===== src/rtl/vip_median_filter_3x3_pkg.sv =====
`default_nettype none
// ============================================================================
// Module : vip_median_filter_3x3_pkg
// Brief  : Shared widths, image-size defaults, pipeline latency and the sync
//          bundle type for the 3x3 median filter.
// Rev    : 1.0  initial release
// ============================================================================
package vip_median_filter_3x3_pkg;

    localparam int C_DATA_W = 8;
    localparam int C_IMG_W  = 640;
    localparam int C_IMG_H  = 480;
    localparam int C_LAT    = 3;

    typedef struct packed {
        logic vsync;
        logic href;
        logic clken;
    } sync_t;

endpackage
`default_nettype wire


===== src/rtl/vip_sort3.sv =====
`default_nettype none
// ============================================================================
// Module : vip_sort3
// Brief  : Combinational unsigned max/mid/min of three values.
// Rev    : 1.0  initial release
// ============================================================================
module vip_sort3 #(
    parameter int W = 8
) (
    input  logic [W-1:0] i_a,
    input  logic [W-1:0] i_b,
    input  logic [W-1:0] i_c,
    output logic [W-1:0] o_max,
    output logic [W-1:0] o_mid,
    output logic [W-1:0] o_min
);

    logic         w_ab;
    logic [W-1:0] w_hi;
    logic [W-1:0] w_lo;

    assign w_ab  = (i_a > i_b);
    assign w_hi  = w_ab ? i_a : i_b;
    assign w_lo  = w_ab ? i_b : i_a;

    // Ties fall through to whichever equal value is selected; both are correct.
    assign o_max = (i_c > w_hi) ? i_c : w_hi;
    assign o_min = (i_c < w_lo) ? i_c : w_lo;
    assign o_mid = (i_c > w_hi) ? w_hi : ((i_c < w_lo) ? w_lo : i_c);

endmodule
`default_nettype wire


===== src/rtl/vip_median_filter_3x3.sv =====
`default_nettype none
// ============================================================================
// Module : vip_median_filter_3x3
// Brief  : 3-stage 3x3 median pipeline with optional centre-tap pass-through
//          on border windows and matching 3-clk sync delay.
// Rev    : 1.0  initial release
// ============================================================================
module vip_median_filter_3x3
    import vip_median_filter_3x3_pkg::*;
#(
    parameter int DATA_W    = C_DATA_W,
    parameter int IMG_W     = C_IMG_W,
    parameter int IMG_H     = C_IMG_H,
    parameter int BORDER_EN = 1
) (
    input  logic              clk,
    input  logic              rst_n,
    input  logic              matrix_frame_vsync,
    input  logic              matrix_frame_href,
    input  logic              matrix_frame_clken,
    input  logic [DATA_W-1:0] matrix_p11,
    input  logic [DATA_W-1:0] matrix_p12,
    input  logic [DATA_W-1:0] matrix_p13,
    input  logic [DATA_W-1:0] matrix_p21,
    input  logic [DATA_W-1:0] matrix_p22,
    input  logic [DATA_W-1:0] matrix_p23,
    input  logic [DATA_W-1:0] matrix_p31,
    input  logic [DATA_W-1:0] matrix_p32,
    input  logic [DATA_W-1:0] matrix_p33,
    output logic              post_frame_vsync,
    output logic              post_frame_href,
    output logic              post_frame_clken,
    output logic [DATA_W-1:0] post_img_Y
);

    localparam int c_COL_W = (IMG_W > 1) ? $clog2(IMG_W) : 1;
    localparam int c_ROW_W = (IMG_H > 1) ? $clog2(IMG_H) : 1;
    localparam logic [c_COL_W-1:0] c_COL_MAX = c_COL_W'(IMG_W - 1);
    localparam logic [c_ROW_W-1:0] c_ROW_MAX = c_ROW_W'(IMG_H - 1);

    sync_t [C_LAT-1:0]  r_sync;
    sync_t              w_sync_in;
    logic [c_COL_W-1:0] r_col_cnt;
    logic [c_ROW_W-1:0] r_row_cnt;
    logic               w_vs_rise;
    logic               w_hr_fall;
    logic               w_border;

    logic [DATA_W-1:0] w_tap    [3][3];
    logic [DATA_W-1:0] w_s1_max [3];
    logic [DATA_W-1:0] w_s1_mid [3];
    logic [DATA_W-1:0] w_s1_min [3];
    logic [DATA_W-1:0] r_s1_max [3];
    logic [DATA_W-1:0] r_s1_mid [3];
    logic [DATA_W-1:0] r_s1_min [3];
    logic [DATA_W-1:0] r_s1_p22;
    logic              r_s1_border;

    logic [DATA_W-1:0] w_s2_hi;
    logic [DATA_W-1:0] w_s2_md;
    logic [DATA_W-1:0] w_s2_lo;
    logic [DATA_W-1:0] r_s2_hi;
    logic [DATA_W-1:0] r_s2_md;
    logic [DATA_W-1:0] r_s2_lo;
    logic [DATA_W-1:0] r_s2_p22;
    logic              r_s2_border;
    logic [DATA_W-1:0] w_s3_med;

    logic [DATA_W-1:0] w_unused_0, w_unused_1, w_unused_2, w_unused_3;
    logic [DATA_W-1:0] w_unused_4, w_unused_5, w_unused_6, w_unused_7;

    assign w_sync_in = {matrix_frame_vsync, matrix_frame_href, matrix_frame_clken};

    // Stage-1 sync copies double as the 1-clk history for edge detection.
    assign w_vs_rise = matrix_frame_vsync & ~r_sync[0].vsync;
    assign w_hr_fall = ~matrix_frame_href & r_sync[0].href;
    assign w_border  = (r_col_cnt < c_COL_W'(2)) || (r_row_cnt < c_ROW_W'(2));

    always_ff @(posedge clk or negedge rst_n) begin
        if (!rst_n) begin
            r_col_cnt <= '0;
            r_row_cnt <= '0;
            r_sync    <= '0;
        end else begin
            r_sync <= {r_sync[C_LAT-2:0], w_sync_in};
            if (!matrix_frame_href)
                r_col_cnt <= '0;
            else if (matrix_frame_clken && (r_col_cnt != c_COL_MAX))
                r_col_cnt <= r_col_cnt + c_COL_W'(1);
            if (w_vs_rise)
                r_row_cnt <= '0;
            else if (w_hr_fall && (r_row_cnt != c_ROW_MAX))
                r_row_cnt <= r_row_cnt + c_ROW_W'(1);
        end
    end

    assign w_tap[0] = '{matrix_p11, matrix_p12, matrix_p13};
    assign w_tap[1] = '{matrix_p21, matrix_p22, matrix_p23};
    assign w_tap[2] = '{matrix_p31, matrix_p32, matrix_p33};

    for (genvar gi = 0; gi < 3; gi++) begin : g_row
        vip_sort3 #(.W(DATA_W)) u_sort_row (
            .i_a   (w_tap[gi][0]),
            .i_b   (w_tap[gi][1]),
            .i_c   (w_tap[gi][2]),
            .o_max (w_s1_max[gi]),
            .o_mid (w_s1_mid[gi]),
            .o_min (w_s1_min[gi])
        );
    end

    // Column pass over the row-sorted values leaves the true median on the anti-diagonal.
    vip_sort3 #(.W(DATA_W)) u_sort_mins (
        .i_a(r_s1_min[0]), .i_b(r_s1_min[1]), .i_c(r_s1_min[2]),
        .o_max(w_s2_hi), .o_mid(w_unused_0), .o_min(w_unused_1)
    );
    vip_sort3 #(.W(DATA_W)) u_sort_mids (
        .i_a(r_s1_mid[0]), .i_b(r_s1_mid[1]), .i_c(r_s1_mid[2]),
        .o_max(w_unused_2), .o_mid(w_s2_md), .o_min(w_unused_3)
    );
    vip_sort3 #(.W(DATA_W)) u_sort_maxs (
        .i_a(r_s1_max[0]), .i_b(r_s1_max[1]), .i_c(r_s1_max[2]),
        .o_max(w_unused_4), .o_mid(w_unused_5), .o_min(w_s2_lo)
    );
    vip_sort3 #(.W(DATA_W)) u_sort_final (
        .i_a(r_s2_hi), .i_b(r_s2_md), .i_c(r_s2_lo),
        .o_max(w_unused_6), .o_mid(w_s3_med), .o_min(w_unused_7)
    );

    always_ff @(posedge clk or negedge rst_n) begin
        if (!rst_n) begin
            r_s1_max    <= '{default: '0};
            r_s1_mid    <= '{default: '0};
            r_s1_min    <= '{default: '0};
            r_s1_p22    <= '0;
            r_s1_border <= 1'b0;
            r_s2_hi     <= '0;
            r_s2_md     <= '0;
            r_s2_lo     <= '0;
            r_s2_p22    <= '0;
            r_s2_border <= 1'b0;
            post_img_Y  <= '0;
        end else begin
            r_s1_max    <= w_s1_max;
            r_s1_mid    <= w_s1_mid;
            r_s1_min    <= w_s1_min;
            r_s1_p22    <= matrix_p22;
            r_s1_border <= w_border;
            r_s2_hi     <= w_s2_hi;
            r_s2_md     <= w_s2_md;
            r_s2_lo     <= w_s2_lo;
            r_s2_p22    <= r_s1_p22;
            r_s2_border <= r_s1_border;
            if (!r_sync[1].href)
                post_img_Y <= '0;
            else if ((BORDER_EN != 0) && r_s2_border)
                post_img_Y <= r_s2_p22;
            else
                post_img_Y <= w_s3_med;
        end
    end

    assign post_frame_vsync = r_sync[C_LAT-1].vsync;
    assign post_frame_href  = r_sync[C_LAT-1].href;
    assign post_frame_clken = r_sync[C_LAT-1].clken;

endmodule
`default_nettype wire


===== config.mk =====
export PLATFORM = sky130hd
export DESIGN_NAME = vip_median_filter_3x3
export DESIGN_NICKNAME = d
export VERILOG_FILES = /design/src/rtl/vip_median_filter_3x3_pkg.sv /design/src/rtl/vip_sort3.sv /design/src/rtl/vip_median_filter_3x3.sv
export SDC_FILE = /design/constraint.sdc
export NUM_CORES = 1
export LEC_CHECK = 0
export ABC_AREA = 1
export BUFFER_PORTS_ARGS = -buffer_cell sky130_fd_sc_hd__buf_2
export CAP_MARGIN = 25
export CELL_PAD_IN_SITES_DETAIL_PLACEMENT = 0
export CELL_PAD_IN_SITES_GLOBAL_PLACEMENT = 2
export CORE_ASPECT_RATIO = 1.75
export CORE_UTILIZATION = 32
export DETAILED_ROUTE_END_ITERATION = 12
export GPL_ROUTABILITY_DRIVEN = 0
export PLACE_DENSITY = 0.86
export SYNTH_ARGS = -nofsm -noshare
export SYNTH_HDL_FRONTEND = slang
export SYNTH_SLANG_ARGS = --single-unit

===== constraint.sdc =====
create_clock -name clk -period 3.25 [get_ports clk]
set_input_delay 0.8125 -clock clk [delete_from_list [all_inputs] [get_ports clk]]
set_output_delay 0.8125 -clock clk [all_outputs]
set_load 0.005 [all_outputs]

==> impl_metrics.env, run 1 <==
export IMPL_avgSynthCellArea_um2=7.53
export IMPL_endpoint_kind="register"
export IMPL_muxShareOfSynthArea_pct=0
export IMPL_path_common_cell="nand2_1"
export IMPL_die_h_um=245
export IMPL_clkLatencyLatePin_ns=0.44
export IMPL_synth_yosys_seq_area_share_pct=34.8
export IMPL_setup_violations=0
export IMPL_dieArea_um2=34500
export IMPL_overflow=0
export IMPL_regArea_um2=3750
export IMPL_top_layer="met4"
export IMPL_slowest_delay_ns=0.28
export IMPL_synth_top_area_share_pct=34.8
export IMPL_grt_pass1_vias=10200
export IMPL_relSlewSlack_pct=63.2
export IMPL_start_kind="input pin"
export IMPL_diodes=0
export IMPL_p_leak_nw=7.69
export IMPL_synthDistinctLibCells=39
export IMPL_fin_cells=2150
export IMPL_wl_per_cell_um=14.4
export IMPL_synth_largest_area_cell="dfrtp_1"
export IMPL_synth_edf_count=0
export IMPL_synth_warnings=0
export IMPL_syn_nets=1657
export IMPL_wirelength_um=30900
export IMPL_final_hold_violation_count=0
export IMPL_switching_share_pct=44.9
export IMPL_via_count=10300
export IMPL_finish_utilization_pct=44.0
export IMPL_multi_input_area_um2=6510
export IMPL_vdd_ir_drop_max_mv=0.455
export IMPL_drv_cap=0
export IMPL_clock_skew_ns=0.00739
export IMPL_dr_pass1_iters=5
export IMPL_drtIter0Drc=239
export IMPL_worstSetupPathType="in2reg"
export IMPL_outcome="completed"
export IMPL_num_nets_final=1957
export IMPL_design_area_um2=14500
export IMPL_die_w_um=141
export IMPL_ctsHoldBuffers=0
export IMPL_clock_sinks=150
export IMPL_async_reset_ff_share_pct=100
export IMPL_syn_to_final_growth_pct=34.7
export IMPL_arrival_ns=3.49
export IMPL_synth_ff_type="dfrtp_1"
export IMPL_dp_cells=2091
export IMPL_cts_root_buffer="clkbuf_16"
export IMPL_start_util_pct=32.6
export IMPL_synth_compound_area_share_pct=14.4
export IMPL_synth_adder_area_share_pct=17.2
export IMPL_cp_cell_sequence="buf_2 > inv_2 > ha_4 > a21oi_1 > o21ai_2 > nand2_1 > nand2_2 > nand2_4 > clkbuf_16 > nand2_1 > o21a_1 > inv_1 > ha_1 > nand2_1 > nor2_2 > nand2_1 > o211ai_1 > nand2_2 > buf_6 > or2_2 > nand2_1"
export IMPL_synthTopCellsByArea="dfrtp_1, ha_1, nand2_1"
export IMPL_power_density_nw_per_um2=923
export IMPL_tritoncts="done"
export IMPL_placed_area_um2=13200
export IMPL_synth_top_family_by_area="simple AND/OR/NAND/NOR gates"
export IMPL_tightest_slew_ns=0.548
export IMPL_grt_start_max_net_pins=71
export IMPL_antenna_found_initial=0
export IMPL_routed_wl_met2_um=17700
export IMPL_io_buffers=87
export IMPL_syn_inst=1432
export IMPL_wl_met3_um=560
export IMPL_cts_buffer_depth=2
export IMPL_clk_pin_slew_ns=0.06
export IMPL_final_antenna_net_count=0
export IMPL_drc_errors=0
export IMPL_cts_buffers=17
export IMPL_synth_xor_area_share_pct=0.0812
export IMPL_synthSimpleGateAreaFrac_pct=24.3
export IMPL_core_um2=33000
export IMPL_p_clk_share_pct=15.2
export IMPL_ys_seq_elements=150
export IMPL_dpl_hpwl_um=24900
export IMPL_cp_slowest_cell="ha_1"
export IMPL_io_pins=88
export IMPL_synth_area_um2=10800
export IMPL_path_delay_family="simple AND/OR/NAND/NOR gates"
export IMPL_gr_usage_all_layers_pct=18.0
export IMPL_crit_buf_inv=5
export IMPL_p_sw_w=0.00602
export IMPL_p_total_w=0.0134
export IMPL_grt_pass1_wl_um=48000
export IMPL_final_max_slew_violation_count=0
export IMPL_worstPathRequired_ns=3.62
export IMPL_fmax_ghz=0.320
export IMPL_fillCellCount=3418
export IMPL_row_count=88
export IMPL_vias_per_cell=4.78
export IMPL_fin_crit_ns=3.12
export IMPL_pwr_share_seq_pct=19.9
export IMPL_p_int_w=0.00739
export IMPL_comb_power_share_pct=64.9
export IMPL_htreeDepth=4
export IMPL_finalCritPeriodShare_pct=96.1
export IMPL_layout_drive_gt1_share_pct=27.9
export IMPL_hold_ws_ns=0.341
export IMPL_critPathMaxFanout=8
export IMPL_hp_class="in2async"
export IMPL_wl_met1_um=10900
-- cells in the mapped netlist, types with 16 or more instances --
cell / count
a21oi_1: 125
dfrtp_1: 150
ha_1: 148
or2_2: 20
nand3_1: 100
nand2_1: 333
buf_2: 16
o21ai_0: 119
nor2_1: 84
inv_1: 209
-- cell usage in the layout (no fill, tap or decap), types with 35 or more instances in the layout --
cell / count
o21ai_1: 35
nor2_1: 75
a21oi_1: 103
buf_2: 90
ha_1: 134
buf_4: 199
inv_1: 201
nand3_1: 100
nand2_1: 320
o21ai_0: 81
dfrtp_1: 150
-- cell families (layout without fill, tap and decap cells) --
logic type | after synthesis | after routing
buffers and inverters | 247 | 557
AOI/OAI and AO/OA | 288 | 288
and+or+nand+nor | 598 | 601
DFF | 150 | 150
adders and majority gates | 148 | 148
xor gates and xnor gates | 1 | 1
-- power groups by stage --
stage / registers (W) / clock network, W / logic [W]
6_report: 0.00268 / 0.00203 / 0.00870
2_1_floorplan: 0.00258 / 0 / 0.00481
5_1_grt: 0.00273 / 0.00217 / 0.00983
3_3_place_gp: 0.00271 / 0 / 0.00754
3_5_place_dp: 0.00270 / 0 / 0.00773
4_1_cts: 0.00268 / 0.00209 / 0.00788
-- sequential cells by signal (all words and copies together) (netlist names), 9 cells and up --
register and count:
r_s1_max 24, r_s1_mid 24, r_s1_min 24, r_col_cnt 10, r_row_cnt 9
-- final cells by class --
type	instances	area share, %
Inverter	210	5.47
Sequential cell	150	25.8
Timing Repair inverter	2	0.103
Clock buffer	18	3.02
Clock inverter	14	1.21
Timing Repair Buffer	313	16.1
Tap cell	405	3.49
Multi-Input combinational cell	1038	44.8
-- path summary, 6_finish.rpt --
check,start,end,slack (ns),cells past startpoint
min in group clk,r_s1_p22[1],r_s2_p22[1],0.35,0
setup reg to reg,r_s2_md[7],post_img_Y[1],0.17,18
hold / removal,rst_n,r_row_cnt[2],0.34,1
setup / recovery,matrix_p22[1],r_s1_mid[12],0.13,21
max in group asynchronous,rst_n,r_row_cnt[3],2.16,2
hold reg to reg,r_s1_p22[1],r_s2_p22[1],0.35,0
-- metrics by stage --
| stage | setup WS [ns] | TNS [ns] |
|---|---|---|
| floorplan | 0.00510 | 0 |
| detailed placement | -0.427 | -22.52 |
| finish | 0.128 | 0 |
| CTS | 0.0117 | 0 |
| global route | -0.0288 | -0.222 |
| global placement | -0.414 | -20.88 |
-- routing by layer --
metal | GRT usage [%] | up-vias
met2 | 36.2 | 153
met4 | 11.6 | 0
met5 | 0 | -
met3 | 2.48 | 66
met1 | 16.5 | 4732
li1 | - | 5317
-- timing repair --
item	CTS	global route
setup buffers	1	14
pin swaps	0	39
gates cloned	0	12
endpoints found under the setup margin	13	94
resized for setup	4	145
Note: power is estimated with default switching activity, not from simulation.
==> run 2, diff against run 1 <==
Settings changed: ABC_AREA 1 to not set, CORE_UTILIZATION 32 to 35, PLACE_DENSITY 0.86 to 0.87, SLEW_MARGIN set to 20.
==> impl_metrics.env, run 2 <==
export IMPL_synth_warnings=0
export IMPL_vdd_ir_drop_max_mv=0.536
export IMPL_cts_root_buffer="clkbuf_16"
export IMPL_finalCritPeriodShare_pct=117
export IMPL_syn_nets=1415
export IMPL_final_max_slew_violation_count=0
export IMPL_dieArea_um2=31800
export IMPL_multi_input_area_um2=8680
export IMPL_outcome="finished with violations"
export IMPL_io_buffers=87
export IMPL_die_h_um=235
export IMPL_endpoint_kind="register"
export IMPL_synth_ff_type="dfrtp_1"
export IMPL_num_nets_final=1883
export IMPL_synth_largest_area_cell="dfrtp_1"
export IMPL_clk_pin_slew_ns=0.07
export IMPL_syn_inst=1190
export IMPL_wl_met3_um=870
export IMPL_final_hold_violation_count=0
export IMPL_syn_to_final_growth_pct=65.3
export IMPL_relSlewSlack_pct=55.0
export IMPL_wl_per_cell_um=18.0
export IMPL_arrival_ns=4.13
export IMPL_cts_buffer_depth=2
export IMPL_io_pins=88
export IMPL_row_count=85
export IMPL_fmax_ghz=0.262
export IMPL_hold_ws_ns=0.341
export IMPL_start_util_pct=35.5
export IMPL_diodes=0
export IMPL_timing_final_ws_setup_ns=-0.564
export IMPL_timing_rr_start="r_s2_hi[1]"
export IMPL_start_kind="input pin"
export IMPL_dr_pass1_iters=6
export IMPL_violations="setup timing"
export IMPL_crit_path_start="matrix_p22[6]"
export IMPL_crit_path_end="r_s1_mid[11]"
export IMPL_ff2ff_path_depth=16
export IMPL_rsz0062_at_grt="yes"
export IMPL_wirelength_um=37000
export IMPL_antenna_found_initial=0
export IMPL_vias_per_cell=5.28
export IMPL_synth_top_area_share_pct=34.5
export IMPL_overflow=0
export IMPL_wl_met1_um=12700
export IMPL_clock_sinks=150
export IMPL_reg2reg_setup_slack_ns=-0.54
export IMPL_final_antenna_net_count=0
export IMPL_hp_class="in2async"
export IMPL_ys_seq_elements=150
export IMPL_htreeDepth=4
export IMPL_power_density_nw_per_um2=887
export IMPL_clkLatencyLatePin_ns=0.44
export IMPL_routed_wl_met2_um=20600
export IMPL_die_w_um=135
export IMPL_setup_violations=82
export IMPL_critPathMaxFanout=7
export IMPL_synth_edf_count=0
export IMPL_cts_buffers=17
export IMPL_worstSetupPathType="in2reg"
export IMPL_layout_commonest_cell="buf_4"
export IMPL_core_um2=30600
export IMPL_synthTopCellsByArea="dfrtp_1, ha_1, a21oi_1"
export IMPL_via_count=10900
export IMPL_layout_drive_gt1_share_pct=51.6
export IMPL_dp_slack_ns=-1.25
export IMPL_top_layer="met4"
export IMPL_fin_crit_ns=3.81
export IMPL_clock_skew_ns=0.00999
export IMPL_layout_common_cells="buf_4, dfrtp_1, ha_1"
export IMPL_tritoncts="done"
export IMPL_synthDistinctLibCells=75
export IMPL_tightest_slew_ns=0.674
export IMPL_worstPathRequired_ns=3.57
export IMPL_p_leak_nw=8.29
export IMPL_grt_pass1_wl_um=56500
export IMPL_ctsHoldBuffers=0
export IMPL_synth_yosys_seq_area_share_pct=34.5
export IMPL_drv_cap=0
export IMPL_fillCellCount=2527
export IMPL_reg_largest_list="r_s1_max: 24 flops, r_s1_mid: 24 flops, r_s1_min: 24 flops"
export IMPL_yosysMostFrequentCell="dfrtp_1"
export IMPL_avgSynthCellArea_um2=9.14
export IMPL_ys_top_cells_by_count="dfrtp_1, ha_1, a21oi_1, nor2_1, inv_1"
export IMPL_regArea_um2=3760
export IMPL_drc_errors=0
export IMPL_synth_area_um2=10900
export IMPL_grt_pass1_vias=11500
export IMPL_gr_usage_all_layers_pct=23.3
export IMPL_async_reset_ff_share_pct=100
export IMPL_drtIter0Drc=346
export IMPL_dpl_hpwl_um=27400
export IMPL_grt_start_max_net_pins=62
export IMPL_reg2reg_to="post_img_Y[6]"
-- run 2: final cells by class --
cell class / instances / share of cell area [%]
tap: 391 / 2.72
sequential: 150 / 20.9
clock buffer: 17 / 2.37
timing repair buffer: 485 / 22.1
inverter: 113 / 2.69
multi-input combinational: 891 / 48.3
clock inverter: 15 / 0.870
-- run 2: kinds of logic (layout without fill, tap and decap cells) --
group,Yosys count,count (layout),share of synthesized area (%)
compound gates,316,316,19.5
xor+xnor,14,14,1.13
fa+ha+maj,148,148,17.0
buf+inv,150,630,5.41
flops,150,150,34.5
mux,75,75,7.00
simple gates,337,338,15.4
-- run 2: worst min path at each step --
stage,slack (ns),start,end,cells after the start
after floorplan,0.33,r_sync[3],post_frame_clken,0
after global placement,0.33,r_s1_p22[4],r_s2_p22[4],0
after detailed placement,0.34,r_sync[5],post_frame_vsync,0
after CTS,0.35,r_sync[5],post_frame_vsync,0
after global routing,0.36,r_s1_p22[3],r_s2_p22[3],0
final,0.34,rst_n,r_sync[5],1
-- run 2: metrics by stage --
step	setup TNS, ns	util (%)	std cells	cell area [µm²]	power [W]
6_report	-25.75	58.7	2062	18000	0.0159
5_1_grt	-37.53	58.7	2062	18000	0.0170
4_1_cts	-20.58	55.9	2031	17100	0.0150
3_5_place_dp	-73.00	47.5	1918	14500	0.0112
3_3_place_gp	-69.89	47.5	1918	14500	0.0110
2_1_floorplan	-34.03	-	1190	11700	0.00772
-- run 2: layer usage --
layer,up-vias,GRT usage (%)
li1,5250,-
met1,5268,21.5
met2,221,44.8
met3,139,2.56
met4,0,18.5
met5,-,0
-- run 2: worst max-delay path: stages --
cell	delay [ns]
buf_8	0.08
inv_4	0.03
ha_4	0.25
nand4_1	0.14
buf_4	0.17
nor3_4	0.16
or2_4	0.15
o31a_1	0.25
buf_12	0.19
mux2i_4	0.30
ha_4	0.26
buf_6	0.12
a21oi_4	0.14
a32o_2	0.16
a21o_4	0.17
buf_4	0.14
o32ai_4	0.09
buf_6	0.15
a221o_1	0.33
-- run 2: power by group --
part	switching (W)	internal (W)
registers	0.000447	0.00232
clock network	0.000907	0.00102
logic	0.00532	0.00592
-- run 2: timing repair --
action | in CTS | in global routing
hold endpoints to repair | 0 | 0
gates cloned | 7 | 4
endpoints found under the setup margin | 100 | 103
setup buffers | 77 | 34
gates resized for setup | 299 | 135
pin swaps | 96 | 94
==> run 3, diff against run 2 <==
Settings changed: ABC_AREA set to 1, CAP_MARGIN 25 to 20, CORE_UTILIZATION 35 to 36, PLACE_DENSITY 0.87 to 0.9.
Clock period 3.25 ns to 4.02 ns, I/O delays scaled along.
==> impl_metrics.env, run 3 (synthesis results as in run 1) <==
export IMPL_grt_pass1_wl_um=46300
export IMPL_grt_start_max_net_pins=77
export IMPL_p_leak_nw=6.73
export IMPL_drv_cap=0
export IMPL_overflow=0
export IMPL_fmax_ghz=0.291
export IMPL_setup_violations=0
export IMPL_gr_usage_all_layers_pct=19.7
export IMPL_relSlewSlack_pct=44.4
export IMPL_dp_cells=1915
export IMPL_clock_skew_ns=0.0136
export IMPL_rsz0062_at_grt="no"
export IMPL_layout_common_cells="nand2_1, inv_1, dfrtp_1"
export IMPL_cts_root_buffer="clkbuf_16"
export IMPL_cts_resized=0
export IMPL_tightest_slew_ns=0.826
export IMPL_start_kind="input pin"
export IMPL_power_density_nw_per_um2=749
export IMPL_cts_buffer_depth=2
export IMPL_hp_class="reg2reg"
export IMPL_tritoncts="done"
export IMPL_slowest_delay_ns=0.32
export IMPL_clkLatencyLatePin_ns=0.44
export IMPL_die_w_um=133
export IMPL_final_antenna_net_count=0
export IMPL_tns_ns=0
export IMPL_worstSetupPathType="in2reg"
export IMPL_layout_commonest_cell="nand2_1"
export IMPL_finalCritPeriodShare_pct=85.6
export IMPL_final_max_slew_violation_count=0
export IMPL_die_h_um=231
export IMPL_drc_errors=0
export IMPL_arrival_ns=3.75
export IMPL_critPathMaxFanout=29
export IMPL_cts_buffers=17
export IMPL_antenna_found_initial=0
export IMPL_path_common_cell="nor2_1"
export IMPL_syn_to_final_growth_pct=16.3
export IMPL_vdd_ir_drop_max_mv=0.321
export IMPL_ctsHoldBuffers=0
export IMPL_hold_path_depth=0
export IMPL_cp_cell_sequence="buf_2 > inv_1 > ha_1 > nand2_1 > nor2_1 > nand2_1 > nand2_2 > nand2_2 > o21ai_0 > inv_1 > ha_1 > a21oi_1 > nor2_1 > a211oi_2 > nand2_4 > nor2_1 > a21oi_1"
export IMPL_clk_pin_slew_ns=0.06
export IMPL_io_buffers=87
export IMPL_start_util_pct=36.7
export IMPL_num_nets_final=1777
export IMPL_fin_cells=1947
export IMPL_outcome="completed"
export IMPL_reg_largest_list="r_s1_max: 24 flops, r_s1_mid: 24 flops, r_s1_min: 24 flops"
export IMPL_wl_per_cell_um=14.7
export IMPL_layout_drive_gt1_share_pct=14.2
export IMPL_placed_area_um2=11900
export IMPL_endpoint_kind="register"
export IMPL_post_cts_buffers=0
export IMPL_core_um2=29400
export IMPL_htreeDepth=4
export IMPL_dpl_hpwl_um=24100
export IMPL_via_count=9412
export IMPL_dr_pass1_iters=6
export IMPL_cp_slowest_cell="o21ai_0"
export IMPL_io_pins=88
export IMPL_ff2ff_path_depth=17
export IMPL_drtIter0Drc=279
export IMPL_row_count=83
export IMPL_wirelength_um=28700
export IMPL_grt_pass1_vias=9374
export IMPL_fin_crit_ns=3.44
export IMPL_hold_ws_ns=0.348
export IMPL_diodes=0
export IMPL_finish_utilization_pct=42.7
export IMPL_vias_per_cell=4.83
export IMPL_design_area_um2=12500
export IMPL_worstPathRequired_ns=4.33
export IMPL_final_hold_violation_count=0
export IMPL_dieArea_um2=30700
export IMPL_clock_sinks=150
## run 3: changes by cell type in the layout (fill, tap and decap cells not counted), sizes merged, moves of 38 or more
cell / previous run / this run
buf: 483 / 138
inv: 122 / 215
mux2i: 67 / 0
nand2: 52 / 353
nand3: 36 / 101
nor2: 124 / 86
o21ai: 31 / 130
## run 3: area by class of cell
type / count / area (µm²)
clock buffers: 17 / 425
clock inverters: 15 / 194
repair buffers: 138 / 850
well taps: 382 / 478
inverters: 210 / 788
multi-input cells: 1035 / 6050
fillers: 3052 / 16800
flip-flops and latches: 150 / 3750
## run 3: final timing paths
path	start	endpoint	slack, ns
setup / recovery	matrix_p32[7]	r_s1_min[4]	0.58
hold / removal	r_sync[3]	post_frame_clken	0.35
setup reg to reg	r_s1_mid[13]	r_s2_md[3]	0.67
hold reg to reg	r_sync[3]	post_frame_clken	0.35
max in group asynchronous	rst_n	r_s1_p22[1]	2.55
min in group asynchronous	rst_n	post_img_Y[2]	0.60
## run 3: power breakdown
group / switching, W / internal (W) / leakage (nW)
clock network: 0.000678 / 0.000990 / 0.287
logic: 0.00346 / 0.00210 / 4.64
registers: 0.000256 / 0.00191 / 1.80
total: 0.00439 / 0.00500 / 6.73
## run 3: through the flow
stage                     total power (W)  setup WS, ns
final                             0.00939         0.580
after global routing               0.0104         0.131
after CTS                         0.00948         0.314
after detailed placement          0.00776        0.0999
after global placement            0.00765         0.167
after floorplan                   0.00596         0.472
## run 3: worst max-delay path, delay by kind of cell
kind,cells,cell delay (ns)
adders and majority gates,2,0.59
buffers and inverters,3,0.22
AOI/OAI and AO/OA,4,0.85
and+or+nand+nor,8,1.06
## run 3: routing by layer
layer,track usage [%],part of all wire [%],wire [µm]
met1,18.5,37,10500
met2,38.6,55,15900
met3,2.44,2.1,602
met4,13.4,6.1,1750
met5,0,0,0
